**config.mk**
```make
export PLATFORM = sky130hd
export DESIGN_NAME = field_reader
export DESIGN_NICKNAME = d
export VERILOG_FILES = /design/src/rtl/field_pkg.sv /design/src/rtl/field_skid_fifo.sv /design/src/rtl/field_reader.sv
export SDC_FILE = /design/constraint.sdc
export NUM_CORES = 1
export LEC_CHECK = 0
export ABC_AREA = 1
export CAP_MARGIN = 20
export CORE_ASPECT_RATIO = 0.5
export CORE_UTILIZATION = 50
export CTS_BUF_LIST = sky130_fd_sc_hd__clkbuf_2 sky130_fd_sc_hd__clkbuf_4 sky130_fd_sc_hd__clkbuf_8
export CTS_CLUSTER_DIAMETER = 80
export DETAILED_ROUTE_END_ITERATION = 16
export HOLD_SLACK_MARGIN = 0.06
export PLACE_DENSITY = 0.88
export SLEW_MARGIN = 20
export SYNTH_ARGS = -nofsm -noshare
export SYNTH_HDL_FRONTEND = slang
export SYNTH_SLANG_ARGS = --single-unit
```
**constraint.sdc**
```tcl
create_clock -name clk -period 2.6 [get_ports clk]
set_input_delay 0.39 -clock clk [delete_from_list [all_inputs] [get_ports clk]]
set_output_delay 0.39 -clock clk [all_outputs]
set_load 0.02 [all_outputs]
```
**src/rtl/field_pkg.sv**
```systemverilog
// Shared field-memory layout and constants for the field writer/reader pair.
package field_pkg;

  localparam int unsigned FIELD_WIDTH  = 8;
  localparam int unsigned FIELD_HEIGHT = 6;
  localparam int unsigned FIELD_SIZE   = FIELD_WIDTH * FIELD_HEIGHT;
  localparam int unsigned FIELD_ADDRW  = $clog2(FIELD_SIZE);
  localparam int unsigned FIELD_DATAW  = 96;
  localparam int unsigned FIELD_XW     = $clog2(FIELD_WIDTH);
  localparam int unsigned FIELD_YW     = $clog2(FIELD_HEIGHT);
  localparam int unsigned FIX_W        = 32;

  // Q16.16 signed fixed point
  typedef logic signed [FIX_W-1:0] fix_t;

  // Memory word: xn in [95:64], yn in [63:32], mag in [31:0]
  typedef struct packed {
    fix_t             xn;
    fix_t             yn;
    logic [FIX_W-1:0] mag;
  } field_elem_t;

endpackage

```
**src/rtl/field_skid_fifo.sv**
```systemverilog
// Small shift-register FIFO; the head entry is always slot 0 so dout is a flop.
module field_skid_fifo #(
  parameter int unsigned DEPTH = 2,
  parameter int unsigned WIDTH = 8
) (
  input  logic                           clk,
  input  logic                           rst,
  input  logic                           push,
  input  logic [WIDTH-1:0]               din,
  input  logic                           pop,
  output logic [WIDTH-1:0]               dout,
  output logic [$clog2(DEPTH+1)-1:0]     count,
  output logic                           full,
  output logic                           empty
);

  localparam int unsigned CNTW = $clog2(DEPTH + 1);

  logic [WIDTH-1:0] mem   [DEPTH];
  logic [WIDTH-1:0] mem_n [DEPTH];
  logic [CNTW-1:0]  cnt_n;
  logic             do_pop;
  logic             do_push;

  assign empty   = (count == '0);
  assign full    = (count == CNTW'(DEPTH));
  assign do_pop  = pop && !empty;
  assign do_push = push && (!full || do_pop);
  assign dout    = mem[0];

  // Next storage image: shift out the head on pop, then append at the tail
  always_comb begin
    mem_n = mem;
    cnt_n = count;
    if (do_pop) begin
      for (int i = 0; i < DEPTH - 1; i++) begin
        mem_n[i] = mem[i+1];
      end
      mem_n[DEPTH-1] = '0;
      cnt_n = count - CNTW'(1);
    end
    if (do_push) begin
      for (int i = 0; i < DEPTH; i++) begin
        if (cnt_n == CNTW'(i)) begin
          mem_n[i] = din;
        end
      end
      cnt_n = cnt_n + CNTW'(1);
    end
  end

  // Storage and occupancy registers
  always_ff @(posedge clk) begin
    if (rst) begin
      for (int i = 0; i < DEPTH; i++) begin
        mem[i] <= '0;
      end
      count <= '0;
    end else begin
      mem   <= mem_n;
      count <= cnt_n;
    end
  end

endmodule

```
**src/rtl/field_reader.sv**
```systemverilog
// Raster-order reader of the field memory, streaming unpacked entries over valid/ready.
module field_reader
  import field_pkg::*;
#(
  parameter int unsigned READ_LATENCY = 1
) (
  input  logic                   clk,
  input  logic                   rst,
  input  logic                   start,
  output logic                   busy,
  output logic                   done,
  output logic                   field_re,
  output logic [FIELD_ADDRW-1:0] field_addr_read,
  input  logic [FIELD_DATAW-1:0] field_data_out,
  output logic                   out_valid,
  input  logic                   out_ready,
  output logic [FIELD_XW-1:0]    out_x,
  output logic [FIELD_YW-1:0]    out_y,
  output fix_t                   out_xn,
  output fix_t                   out_yn,
  output logic [FIX_W-1:0]       out_mag,
  output logic                   out_last
);

  localparam int unsigned FIFO_DEPTH = READ_LATENCY + 1;
  localparam int unsigned CNTW       = $clog2(FIFO_DEPTH + 1);

  typedef enum logic [1:0] {S_IDLE, S_ISSUE, S_DRAIN} state_t;

  state_t                   state;
  logic [READ_LATENCY-1:0]  tag_sr;
  logic [CNTW-1:0]          fifo_count;
  logic                     fifo_full;
  logic                     fifo_empty;
  logic                     fifo_push;
  logic                     fifo_pop;
  logic [FIELD_DATAW-1:0]   fifo_dout;
  field_elem_t              head;
  int unsigned              inflight;
  logic [FIELD_XW-1:0]      beat_x_n;
  logic [FIELD_YW-1:0]      beat_y_n;
  logic                     beat_last_n;

  assign out_valid = !fifo_empty;
  assign fifo_pop  = out_valid && out_ready;
  assign fifo_push = tag_sr[READ_LATENCY-1];
  assign head      = field_elem_t'(fifo_dout);
  assign out_xn    = head.xn;
  assign out_yn    = head.yn;
  assign out_mag   = head.mag;

  // Credit check: a new read is allowed only if its data is guaranteed a FIFO slot
  always_comb begin
    inflight = 0;
    for (int i = 0; i < READ_LATENCY; i++) begin
      inflight = inflight + 32'(tag_sr[i]);
    end
    field_re = (state == S_ISSUE) &&
               ((32'(fifo_count) + inflight) < (FIFO_DEPTH + 32'(fifo_pop)));
  end

  // Output-side raster position following the beat just accepted
  always_comb begin
    beat_x_n = out_x + FIELD_XW'(1);
    beat_y_n = out_y;
    if (out_x == FIELD_XW'(FIELD_WIDTH - 1)) begin
      beat_x_n = '0;
      beat_y_n = (out_y == FIELD_YW'(FIELD_HEIGHT - 1)) ? '0 : out_y + FIELD_YW'(1);
    end
    beat_last_n = (beat_x_n == FIELD_XW'(FIELD_WIDTH - 1)) &&
                  (beat_y_n == FIELD_YW'(FIELD_HEIGHT - 1));
  end

  // Tags marking which cycles carry returned read data
  always_ff @(posedge clk) begin
    if (rst) begin
      tag_sr <= '0;
    end else begin
      tag_sr[0] <= field_re;
      for (int i = 1; i < READ_LATENCY; i++) begin
        tag_sr[i] <= tag_sr[i-1];
      end
    end
  end

  // Scan sequencer, issue address and beat position
  always_ff @(posedge clk) begin
    if (rst) begin
      state           <= S_IDLE;
      busy            <= 1'b0;
      done            <= 1'b0;
      field_addr_read <= '0;
      out_x           <= '0;
      out_y           <= '0;
      out_last        <= 1'b0;
    end else begin
      done <= 1'b0;
      if (field_re) begin
        field_addr_read <= field_addr_read + FIELD_ADDRW'(1);
      end
      if (fifo_pop) begin
        out_x    <= beat_x_n;
        out_y    <= beat_y_n;
        out_last <= beat_last_n;
      end
      case (state)
        S_IDLE: begin
          if (start && !done) begin
            state           <= S_ISSUE;
            busy            <= 1'b1;
            field_addr_read <= '0;
            out_x           <= '0;
            out_y           <= '0;
            out_last        <= 1'b0;
          end
        end
        S_ISSUE: begin
          if (field_re && (field_addr_read == FIELD_ADDRW'(FIELD_SIZE - 1))) begin
            state <= S_DRAIN;
          end
        end
        S_DRAIN: begin
          if (fifo_pop && out_last) begin
            state <= S_IDLE;
            busy  <= 1'b0;
            done  <= 1'b1;
          end
        end
        default: state <= S_IDLE;
      endcase
    end
  end

  // The credit rule must never let returned data arrive at a full FIFO
  assert property (@(posedge clk) disable iff (rst) !(fifo_push && fifo_full && !fifo_pop));

  field_skid_fifo #(
    .DEPTH (FIFO_DEPTH),
    .WIDTH (FIELD_DATAW)
  ) u_fifo (
    .clk   (clk),
    .rst   (rst),
    .push  (fifo_push),
    .din   (field_data_out),
    .pop   (fifo_pop),
    .dout  (fifo_dout),
    .count (fifo_count),
    .full  (fifo_full),
    .empty (fifo_empty)
  );

endmodule

```
==> run summary <==
The mean instance size in the synthesized netlist came out at 6.90 um^2. The sum of net half-perimeters after detailed placement is 14.5 mm. Summed over all failing endpoints, the final setup total negative slack is 0 ns.

The worst endpoint data arrival time came out at between 2 and 2.5 ns. The detailed route wirelength on metal2 is 11.0 mm. The number of warnings printed during yosys synthesis is 0.

The first detailed-routing pass took 5 iterations. The peak supply drop is 0.481 mV. For this block, the routed nets add up to between 20 and 25 mm of wire.

The number of nets at the end of the flow came out at 1672. The highest clock frequency the design can meet is 408 MHz. The power density over cell area is around 790 nW/um^2. The synthesized netlist net count is around 1600.

The placement row count is 36. The leakage dissipation came out at about 4.7 nW. The required time of the worst setup path is 2.21 ns. The tightest slew margin relative to the limit came out at around 37%.

The number of max-slew violations in the final report came out at 0. The post-route fraction of the period consumed by the critical path came out at 94.2%. Of the post-synthesis cell area, the dominant cell type holds 41.2%. The smallest hold slack is 0.444 ns. The transition time of the tightest slew-check pin came out at 0.942 ns. The library cell used most frequently in the layout, excluding fill and tap cells, is o21ai_0.

The worst setup path category is reg2out. The instance count of the mapped netlist is approximately 1500. The residual DRC count came out at 0. The last weighted congestion value of the routability-driven placer came out at between 0.8 and 0.9. Along the worst path, the maximum fanout reaches 3. The maximum buffer depth of the clock tree came out at 3.

Input and output buffers added on the ports amount to 212. Clock-pin slew was measured on the worst setup and hold paths at approximately 0.070 ns. Across every metal layer, demand over resource in global routing totals approximately 22%. The total design power is between 9 and 10 mW. Buffers inserted to repair hold after CTS numbered 0. In this run the worst hold path is classified as in2reg. The largest total area in the synthesized netlist belongs to dfxtp_1. After synthesis the cells add up to a little over 10000 um^2. The synthesis-stage register bit count is 212. The kind of cell adding the most delay to the critical path is buffers and inverters. The via count of the first global-routing pass is ~8300. The worst setup path is launched from a flop.

For this run the aggregate overflow at the end of global routing stands at 0. The number of antenna violations at the first check in global routing is 0. The post-detailed-route wirelength per cell came out at between 10 and 15 um.

The largest net degree at the start of global routing came out at 195. The netlist uses 28 different library cells. The number of antenna diodes in the final layout is 0. The width of the die came out at around 210 um. The overall via count from detail_route came out at slightly above 9000. Wire segments on met3 add up to 1.32 mm in the final route. Measured along the y axis, the die boundary spans 104 um. Pin placement for this block handled ~210 I/O pins. The die covers between 20000 and 25000 um^2.

Clock latency on the worst-skew pair, taken at its later pin, is about 0.55 ns. The first global-routing pass estimated 39.6 mm of wire. The floorplan core area is between 15000 and 20000 um^2.

Excluding fillers, the count of instances in the completed layout stands at around 1800. Setup repair after global routing left no endpoint under its margin. For this run, the slowest stage of the critical path takes 0.65 ns. In the layout the commonest cells are 350 x o21ai_0, 308 x nor2_1, 213 x inv_1, 212 x dfxtp_1, 211 x clkdlybuf4s50_1. The time the worst path needs with I/O delays and setup is between 2 and 2.5 ns. The via density per instance is approximately 5.0. The area growth from synthesis to layout is 20.0%.

The critical path endpoint category is a primary output. Cells with a size suffix above 1 make up under 10% of the layout. The number of buffers added by the clock tree synthesis step came out at 29. The detailed-route wire length on metal 1 is 10.9 mm. Setup violations remaining at the end of the flow were counted as 0. After the first detailed-routing iteration, the DRC count stood at about 630. The clock tree root buffer cell is clkbuf_8. The TritonCTS clock tree is yes. Traced cell by cell, the critical path runs through inv_1, ha_1, inv_2, clkdlybuf4s50_1. In this run the top signal layer used is met4.

The sink count of the clock tree came out at between 200 and 250. Sorting the synthesized cells by area gives the leading types as dfxtp_1 41%, o21ai_0 17%, nor2_1 11%. The instance count after placement with tap cells included is between 1500 and 2000.

The sequential area share after synthesis is between 40 and 50%. For this configuration, the core starts out at a cell density of between 50% and 60%. The setup slack of the critical path after layout came out at between 0.15 and 0.2 ns. The remaining number of nets flagged by the antenna check after routing came out at 0. The final count of hold timing violations is 0. The number of max-capacitance violations reported came out at 0. The critical path buffer and inverter count came out at 3.

Between clock sinks in the finished design, the worst skew comes to 0.0123 ns. The number of fillers in the final layout is 1763. The cell with the largest stage delay on the worst path is clkdlybuf4s50_1. The run finished with clean final reports. The pre-CTS worst setup slack came out at ~0.14 ns. The number of levels the H-tree was split into is 1.
-- cell type report --
cell class / count / area, um^2 / area share [%]
timing repair buffer: 229 / 2370 / 19.2
multi-input combinational: 873 / 3990 / 32.3
inverter: 217 / 821 / 6.64
sequential: 212 / 4240 / 34.3
tap: 266 / 333 / 2.69
clock buffer: 42 / 553 / 4.47
clock inverter: 4 / 45.0 / 0.364
-- worst paths after layout --
check | start | to | depth (start not counted) | slack, ns
worst min register to register | busy | busy | 2 | 0.49
worst max register to register | u_fifo.count[0] | u_fifo.dout[11] | 13 | 0.32
worst min-delay path | field_data_out[85] | u_fifo.dout[85] | 3 | 0.44
worst max-delay path | u_fifo.count[0] | out_valid | 4 | 0.15
-- flip-flops by register name, indices dropped and copies added (netlist names) --
| signal | count |
|---|---|
| busy | 1 |
| done | 1 |
| field_addr_read | 6 |
| fifo_push | 1 |
| out_last | 1 |
| out_x | 3 |
| out_y | 3 |
| state | 2 |
| u_fifo.count | 2 |
| u_fifo.dout | 96 |
| u_fifo.mem | 96 |
-- cell usage after synthesis (all sizes together) --
library cell and count:
o21ai 394, nand3 6, xor2 2, o21bai 1
buf 149, nand4 2, a21oi 14, a211oi 2
dfxtp 212, nor3 3, clkbuf 42, inv 217
ha 10, nand2 129, nor2 310
-- kinds of logic (layout without fill, tap and decap cells) --
logic type      count (synthesis)  after routing  synth area share [%]
simple gates                  450            450                  16.9
buf+inv                       408            492                  20.2
flops                         212            212                  41.2
fa+ha+maj                      10             10                  1.21
xor+xnor                        2              2                 0.243
compound gates                411            411                  20.2
-- power by group --
part	internal (mW)	total (mW)	switching, mW
sequential	3.70	3.92	0.225
clock	1.45	2.67	1.23
combinational	1.24	3.20	1.96
total	6.38	9.79	3.41
-- worst min-delay path, delay by kind of cell --
kind / cells / cell delay, ns
simple gates: 2 / 0.15
buf+inv: 1 / 0.41
-- per-stage QoR --
| stage | utilization, % | instance area, um^2 |
|---|---|---|
| final | 62.4 | 12400 |
| after global routing | 62.4 | 12400 |
| after detailed placement | 59.4 | 11800 |
| after CTS | 62.4 | 12400 |
| after floorplan | - | 10300 |
| after global placement | 59.4 | 11800 |
-- what timing repair did --
item                                   CTS  global route
setup buffers                            0             0
setup endpoints to repair                1             2
gates resized for setup                  1             3
endpoints found under the hold margin    0             0
pin swaps                                0             0
-- layer usage --
metal	up-vias	global-route usage, %
met5	-	0
met4	0	7.51
met3	49	4.34
met2	251	36.0
met1	4145	29.6
li1	4681	-
Power figures use the tool's default switching activity.
